--- config.mk ---
export PLATFORM = sky130hd
export DESIGN_NAME = obi_mem_responder
export DESIGN_NICKNAME = d
export VERILOG_FILES = /design/src/rtl/obi_mem_responder.sv
export SDC_FILE = /design/constraint.sdc
export NUM_CORES = 1
export LEC_CHECK = 0
export BUFFER_PORTS_ARGS = -buffer_cell sky130_fd_sc_hd__buf_2
export CORE_MARGIN = 1.5
export CORE_UTILIZATION = 51
export CTS_CLUSTER_DIAMETER = 150
export DETAILED_ROUTE_END_ITERATION = 8
export HOLD_SLACK_MARGIN = 0.15
export PLACE_DENSITY_LB_ADDON = 0.3
export SYNTH_ARGS = -nofsm -noshare
export SYNTH_HDL_FRONTEND = slang
export SYNTH_SLANG_ARGS = --single-unit
--- constraint.sdc ---
create_clock -name clk_i -period 2.7 [get_ports clk_i]
set_input_delay 0.54 -clock clk_i [delete_from_list [all_inputs] [get_ports clk_i]]
set_output_delay 0.54 -clock clk_i [all_outputs]
set_load 0.02 [all_outputs]
--- src/rtl/obi_mem_responder.sv ---
// rtl/obi_mem_responder.sv - constraining memory-side responder for one OBI request/response port
// Turns free random grant/valid/data into legal, in-order, bounded-latency handshakes and flags core errors.
module obi_mem_responder #(
  parameter int unsigned ADDR_WIDTH      = 32,
  parameter int unsigned DATA_WIDTH      = 32,
  parameter int unsigned MAX_OUTSTANDING = 2,
  parameter int unsigned MAX_GNT_WAIT    = 4,
  parameter int unsigned MAX_RVALID_WAIT = 4
) (
  input  logic                                   clk_i,
  input  logic                                   rst_ni,
  input  logic                                   req_i,
  input  logic [ADDR_WIDTH-1:0]                  addr_i,
  input  logic                                   we_i,
  input  logic [DATA_WIDTH/8-1:0]                be_i,
  input  logic [DATA_WIDTH-1:0]                  wdata_i,
  output logic                                   gnt_o,
  output logic                                   rvalid_o,
  output logic [DATA_WIDTH-1:0]                  rdata_o,
  input  logic                                   rand_gnt_i,
  input  logic                                   rand_rvalid_i,
  input  logic [DATA_WIDTH-1:0]                  rand_rdata_i,
  output logic [ADDR_WIDTH-1:0]                  rsp_addr_o,
  output logic                                   rsp_we_o,
  output logic [$clog2(MAX_OUTSTANDING+1)-1:0]   outstanding_o,
  output logic                                   protocol_err_o
);

  localparam int unsigned CW = $clog2(MAX_OUTSTANDING + 1);
  localparam int unsigned PW = (MAX_OUTSTANDING > 1) ? $clog2(MAX_OUTSTANDING) : 1;
  localparam int unsigned GW = (MAX_GNT_WAIT > 0) ? $clog2(MAX_GNT_WAIT + 1) : 1;
  localparam int unsigned RW = (MAX_RVALID_WAIT > 0) ? $clog2(MAX_RVALID_WAIT + 1) : 1;
  localparam int unsigned BW = DATA_WIDTH / 8;

  localparam logic [CW-1:0] CNT_MAX   = CW'(MAX_OUTSTANDING);
  localparam logic [PW-1:0] PTR_LAST  = PW'(MAX_OUTSTANDING - 1);
  localparam logic [GW-1:0] GWAIT_MAX = GW'(MAX_GNT_WAIT);
  localparam logic [RW-1:0] RWAIT_MAX = RW'(MAX_RVALID_WAIT);

  logic [CW-1:0]         count_q, count_d;
  logic [PW-1:0]         wr_ptr_q, wr_ptr_d;
  logic [PW-1:0]         rd_ptr_q, rd_ptr_d;
  logic [GW-1:0]         gwait_q, gwait_d;
  logic [RW-1:0]         rwait_q, rwait_d;
  logic [ADDR_WIDTH-1:0] addr_mem_q [MAX_OUTSTANDING];
  logic                  we_mem_q   [MAX_OUTSTANDING];

  logic                  pend_q, pend_d;
  logic [ADDR_WIDTH-1:0] req_addr_q;
  logic                  req_we_q;
  logic [BW-1:0]         req_be_q;
  logic [DATA_WIDTH-1:0] req_wdata_q;
  logic                  err_q, err_d;

  logic                  gnt, rvalid, full, empty, viol;
  logic [ADDR_WIDTH-1:0] head_addr;
  logic                  head_we;

  always_comb begin
    full      = (count_q == CNT_MAX);
    empty     = (count_q == '0);
    head_addr = addr_mem_q[rd_ptr_q];
    head_we   = we_mem_q[rd_ptr_q];

    // Full blocks even a forced grant; a pop only frees the slot next cycle.
    gnt    = rst_ni & req_i & ~full & (rand_gnt_i | (gwait_q == GWAIT_MAX));
    rvalid = rst_ni & ~empty & (rand_rvalid_i | (rwait_q == RWAIT_MAX));

    gnt_o          = gnt;
    rvalid_o       = rvalid;
    rdata_o        = (rvalid & ~head_we) ? rand_rdata_i : '0;
    rsp_addr_o     = (rst_ni & ~empty) ? head_addr : '0;
    rsp_we_o       = rst_ni & ~empty & head_we;
    outstanding_o  = rst_ni ? count_q : '0;
    protocol_err_o = err_q;

    count_d = count_q;
    if (gnt & ~rvalid) begin
      count_d = count_q + CW'(1);
    end else if (~gnt & rvalid) begin
      count_d = count_q - CW'(1);
    end

    wr_ptr_d = wr_ptr_q;
    if (gnt) begin
      wr_ptr_d = (wr_ptr_q == PTR_LAST) ? '0 : wr_ptr_q + PW'(1);
    end
    rd_ptr_d = rd_ptr_q;
    if (rvalid) begin
      rd_ptr_d = (rd_ptr_q == PTR_LAST) ? '0 : rd_ptr_q + PW'(1);
    end

    gwait_d = '0;
    if (req_i & ~gnt) begin
      gwait_d = (gwait_q == GWAIT_MAX) ? GWAIT_MAX : gwait_q + GW'(1);
    end
    rwait_d = '0;
    if (~empty & ~rvalid) begin
      rwait_d = (rwait_q == RWAIT_MAX) ? RWAIT_MAX : rwait_q + RW'(1);
    end

    // An ungranted request must be held stable until it is granted.
    viol = pend_q & (~req_i | (addr_i != req_addr_q) | (we_i != req_we_q) |
                     (be_i != req_be_q) | (req_we_q & (wdata_i != req_wdata_q)));
    pend_d = req_i & ~gnt;
    err_d  = err_q | viol;
  end

  always_ff @(posedge clk_i) begin
    if (!rst_ni) begin
      count_q     <= '0;
      wr_ptr_q    <= '0;
      rd_ptr_q    <= '0;
      gwait_q     <= '0;
      rwait_q     <= '0;
      pend_q      <= 1'b0;
      req_addr_q  <= '0;
      req_we_q    <= 1'b0;
      req_be_q    <= '0;
      req_wdata_q <= '0;
      err_q       <= 1'b0;
      for (int i = 0; i < int'(MAX_OUTSTANDING); i++) begin
        addr_mem_q[i] <= '0;
        we_mem_q[i]   <= 1'b0;
      end
    end else begin
      count_q     <= count_d;
      wr_ptr_q    <= wr_ptr_d;
      rd_ptr_q    <= rd_ptr_d;
      gwait_q     <= gwait_d;
      rwait_q     <= rwait_d;
      pend_q      <= pend_d;
      req_addr_q  <= addr_i;
      req_we_q    <= we_i;
      req_be_q    <= be_i;
      req_wdata_q <= wdata_i;
      err_q       <= err_d;
      if (gnt) begin
        addr_mem_q[wr_ptr_q] <= addr_i;
        we_mem_q[wr_ptr_q]   <= we_i;
      end
    end
  end

endmodule

==> Word-level counts from Yosys, hierarchy flattened <==
Memory sizes are Yosys's and may differ from the RTL's. A register that Yosys moved wholly into a read port is not among the register bits.
Index checks and enable logic that the tools add are counted.
{ "word_totals": {"ff_bits": 81, "latch_bits": 0, "ram_bits": 66, "rom_bits": 0, "input_bits": 106, "out_inout_bits": 70, "word_cells": 88, "memories": 2} }
{ "op_classes": {"n_addsub": 6, "n_mul": 0, "div_mod_pow": 0, "magnitude_cmp": 0, "eq_ne": 7, "shift": 0, "n_mux": 23, "bitwise_logic": 29, "reduce_logical": 8} }
{ "mem_list": {"columns": ["memory", "depth", "word_bits", "read_ports", "rd_clocked_by_memory_dff", "wr", "line_no", "source"], "rows": [
  ["addr_mem_q", 2, 32, 1, 1, 2, "45", "logic [ADDR_WIDTH-1:0] addr_mem_q [MAX_OUTSTANDING];"],
  ["we_mem_q", 2, 1, 1, 1, 2, "46", "logic we_mem_q [MAX_OUTSTANDING];"]
]} }
{ "op_table": {"columns": ["op", "count"], "rows": [
  ["32-bit two-way mux", 3],
  ["32-bit != test", 2],
  ["32-bit OR reduction", 1],
  ["1-bit two-way mux", 15],
  ["1-bit AND", 13],
  ["1-bit NOT", 9],
  ["1-bit bitwise OR", 7],
  ["3-bit by 1-bit adder with 3-bit output, second input constant", 2],
  ["3-bit equality test, second input constant", 2],
  ["2-bit two-way mux", 3],
  ["3-bit two-way mux", 2],
  ["3-bit OR reduction", 2],
  ["4-bit != test", 1],
  ["2-bit AND reduction", 2],
  ["1-bit adder, second input constant", 2],
  ["2-bit by 1-bit adder with 2-bit output, second input constant", 1],
  ["2-bit equality test, second input constant", 1],
  ["2-bit logical NOT", 1],
  ["2-bit nonzero test", 1],
  ["2-bit by 1-bit subtractor with 2-bit output, second input constant", 1],
  ["1-bit != test", 1],
  ["1-bit OR reduction", 1]
]} }

==> Depth between registers and ports, before layout <==
{ "depth": {"ltp_word": 9, "mapped_depth": 9, "depth_no_buf": 8} }

==> Least setup slack after synthesis <==
Ideal clock, no wire load.
{ "synth_path": {"path_kind": "input to register", "from": "input rst_ni", "to": "memory addr_mem_q[0][0] (enable)", "setup_ns": 0.394, "t_arrival_ns": 2.030, "required_ns": 2.306, "slack_ns": 0.276, "path_stages": 4, "path_buffers": 1, "path_cell_list": "buf_4 > nand2_4 > nor4_4 > nand2b_1"} }
{ "synth_rtl": {"columns": ["item", "line_no", "source"], "rows": [
  ["from (decl)", "11", "input logic rst_ni,"],
  ["to (decl)", "45", null]
]} }

==> Worst setup path in the final report <==
{ "layout_path": {"from": "register rwait_q[0]", "to": "output rdata_o[13]"} }
{ "layout_between": {"elab_chain_cells": 5} }
{ "layout_lines": {"columns": ["item", "line_no", "source"], "rows": [
  ["from (decl)", "44", "logic [RW-1:0] rwait_q, rwait_d;"],
  ["from (signal assigned)", "131", "rwait_q <= rwait_d;"],
  ["3-bit equality test", "67", "rvalid = rst_ni & ~empty & (rand_rvalid_i | (rwait_q == RWAIT_MAX));"],
  ["1-bit bitwise OR", "67", null],
  ["1-bit AND", "67", null],
  ["1-bit AND", "71", "rdata_o = (rvalid & ~head_we) ? rand_rdata_i : '0;"],
  ["32-bit two-way mux", "71", null],
  ["to (decl)", "19", "output logic [DATA_WIDTH-1:0] rdata_o,"]
]} }
Every way passes these cells.

==> reports/qor.csv <==
metric;value;unit
Clock Latency Late Sink;420;ps
chip height;114.9;um
pwr dens;657.4;nW/um^2
Total GRT Usage;21.95;%
slack of the worst reg-to-reg path;470;ps
reg2reg end;count_q[1];
Hold Startpoint;rand_rvalid_i;
1st-iter DRT viols;260;
post-route clock period utilization;92.73;%
CTS clk-pin slew, worst paths;50;ps
main flop type after synthesis;dfxtp_1;
dpl hpwl;9829;um
post-synthesis register bit count;148;
Post-DRT Antenna Nets;0;
Slew @ Worst Pin;629.7;ps
post-route cell area;7970;um^2
combinational family with the most area after synthesis;simple AND/OR/NAND/NOR gates;
Nets;843;
clock network fraction of design power;40.7;%
min Tclk post-route;2504;ps
sequential share of power;47.9;%
slowest CP cell;dfxtp_1;
Hold Crit Depth;2;
die width;114.9;um
Max Slew Vio Count;0;
Net Sw Power;1.225;mW
simple-gate share of the synthesized area;23.25;%
CTS tree;built;
max-cap viol count;0;
final setup fails;0;
vias in the first global route;4604;
post-synthesis xor/xnor area fraction;9.873;%
crit path DAT;1960;ps
placed cells;881;
syn nets;669;
Area growth syn-to-layout;24.78;%
Lkg Pwr;3.780;nW
Reg-to-Reg Start;gwait_q[0];
CP Capture Type;output port;
largest net degree at the start of global routing;82;
dpl cell area;7428;um^2
fin cells;915;
Switching Fraction;23.37;%
total iterations of the first detailed-routing run;4;
fill count;976;
mux cell area share after synthesis;5.328;%
first-pass GRT wire length;22200;um
R2R cell count;8;
total CTS buffers;17;
Post-Syn Area;6387;um^2
syn avg cell area;11.45;um^2
synthesis warning total;0;
Max Fclk;399.4;MHz
multi-input gate area in the final layout;2608;um^2
layout cell share with drive strength beyond 1;29.40;%
H-tree levels;4;
post-synthesis compound-gate area fraction;1.352;%
Die Area;13200;um^2
IO Pins;176;
Hold Path Class;input port to flip-flop;
clk_skew;4.931;ps
Worst Hold End;rwait_q[2];
vias;4541;
Fin Hold WS;337.9;ps
Peak VDD IR;0.0004908;V
P_int;4.015;mW
Logic pwr share;11.4;%
Synth cell types;36;
Worst Setup Path Type;flip-flop to output port;
status;complete, no violations;
fraction of registers with async set/reset;0;%
CTS root buffer;clkbuf_16;
CTS Hold Bufs;0;
total global routing overflow;0;
clk sink count;148;
sequential area share after synthesis;56.42;%
crit path max fanout;33;
Routability Congestion;0.7902;
initial antenna violation count;1;
wire length per cell;15.01;um
DRC Markers;0;
CTS Buffer Depth;2;
Post-synth EDFFs;64;
crit-path cells;inv_1 > ha_1 > a21oi_1 > or2_1 > inv_4 > and3_1 > buf_2;
CORE AREA;12110;um^2
Initial Util;52.74;%
vias per std cell;4.963;
Cells after Synth;558;
row count;40;
Critical Path RT;2160;ps
crit-path max cell delay;320;ps
CP Launch Type;flip-flop;
port bufs;175;
Hold Violations, Final;0;
RSZ-0062 raised after global routing;false;
adder-cell share of the synthesized area;0.9794;%
Reg area;3605;um^2
Worst slew margin;58.02;%
setup TNS;0;ps
Routed WL;13730;um
## power groups by stage
stage                     combinational, mW  sequential, mW  clock (mW)
final                                 0.598            2.51        2.13
after CTS                             0.604            2.51        2.17
after detailed placement              0.600            2.56           0
after global routing                  0.656            2.52        2.27
after floorplan                       0.371            2.54           0
after global placement                0.580            2.55           0
## flip-flops by register name, summed over array words and instances, names as in the netlist, named ones only
register and flops:
req_be_q 4, req_addr_q 32, wr_ptr_q 1, req_wdata_q 32
count_q 2, pend_q 1, req_we_q 1, rd_ptr_q 1
addr_mem_q 64, gwait_q 3, protocol_err_o 1, rwait_q 3
we_mem_q 2
## metal layers
metal	share of wire [%]	GRT usage (%)	vias up
met3	5.0	6.326	34
li1	-	-	2247
met5	0.087	0	-
met2	48	36.90	120
met1	44	26.30	2138
met4	2.6	9.712	2
## per-stage QoR
| step | utilization [%] | setup WS [ps] | power (mW) |
|---|---|---|---|
| final | 65.81 | 196.4 | 5.240 |
| after floorplan | - | 276.0 | 2.915 |
| after CTS | 65.74 | 104.9 | 5.284 |
| after global placement | 61.33 | 528.6 | 3.129 |
| after global routing | 65.76 | 70.54 | 5.445 |
| after detailed placement | 61.33 | 446.6 | 3.156 |
## cell families after synthesis
logic type / after synthesis
buffers and inverters: 37
muxes: 34
xor gates and xnor gates: 72
AOI/OAI and AO/OA: 14
DFF: 148
and+or+nand+nor: 248
adders and majority gates: 5
## layout by cell type (no fill, tap or decap), types with 2 or more instances in the layout
cell,synthesis,routed
clkbuf_1,18,6
nor2_1,35,35
nor4_1,17,17
dfxtp_1,84,83
mux2i_1,34,34
inv_1,5,5
xor2_1,69,69
xnor2_1,3,3
and2_1,107,107
o21ai_0,5,5
a2111oi_0,2,2
nand4_1,4,4
diode_2,0,2
ha_1,5,5
buf_4,2,9
edfxtp_1,64,64
clkinv_2,0,5
a21oi_1,3,3
nor3_1,3,3
clkbuf_8,0,2
clkbuf_16,0,17
buf_2,8,175
and3_1,66,66
buf_12,0,2
nand2_1,5,5
## layout make-up
cell class | count | share of cell area, %
diodes | 2 | 0.06279
clock inverters | 7 | 0.7378
clock buffers | 25 | 5.965
well taps | 168 | 2.637
multi-input cells | 373 | 32.72
inverters | 6 | 0.3140
repair buffers | 186 | 12.34
flip-flops and latches | 148 | 45.23
## Yosys cell counts (all sizes together), types with 5 or more instances
cell    number  share of area [%]
dfxtp       84                 26
and2       107                 10
nand2        6               0.47
nor4        18                2.0
nor2        35                2.1
edfxtp      64                 30
buf         13                1.4
o21ai        7               0.61
clkbuf      18                1.1
ha           5               0.98
inv          6               0.35
mux2i       34                5.3
and3        66                6.5
xor2        69                9.5
## timing repair
action / in CTS / in global routing
endpoints found under the setup margin: 0 / 31
setup buffers: 0 / 0
resized for setup: 0 / 2
## worst max path at each step
stage	start	endpoint	slack, ps	cells after the start
floorplan	rst_ni	addr_mem_q[0][0]	280	4
global placement	rst_ni	rdata_o[8]	530	6
detailed placement	rand_gnt_i	count_q[1]	450	7
CTS	rwait_q[0]	rdata_o[13]	100	7
global route	rwait_q[0]	rdata_o[11]	70	7
finish	rwait_q[0]	rdata_o[13]	200	7
## critical path: cells and delay by family (launching register included)
kind | cells | cell delay [ps]
AOI/OAI and AO/OA | 1 | 80
and+or+nand+nor | 2 | 500
buffers and inverters | 3 | 450
adders and majority gates | 1 | 200
DFF | 1 | 320
No activity file was read; power rests on OpenSTA's default activity.
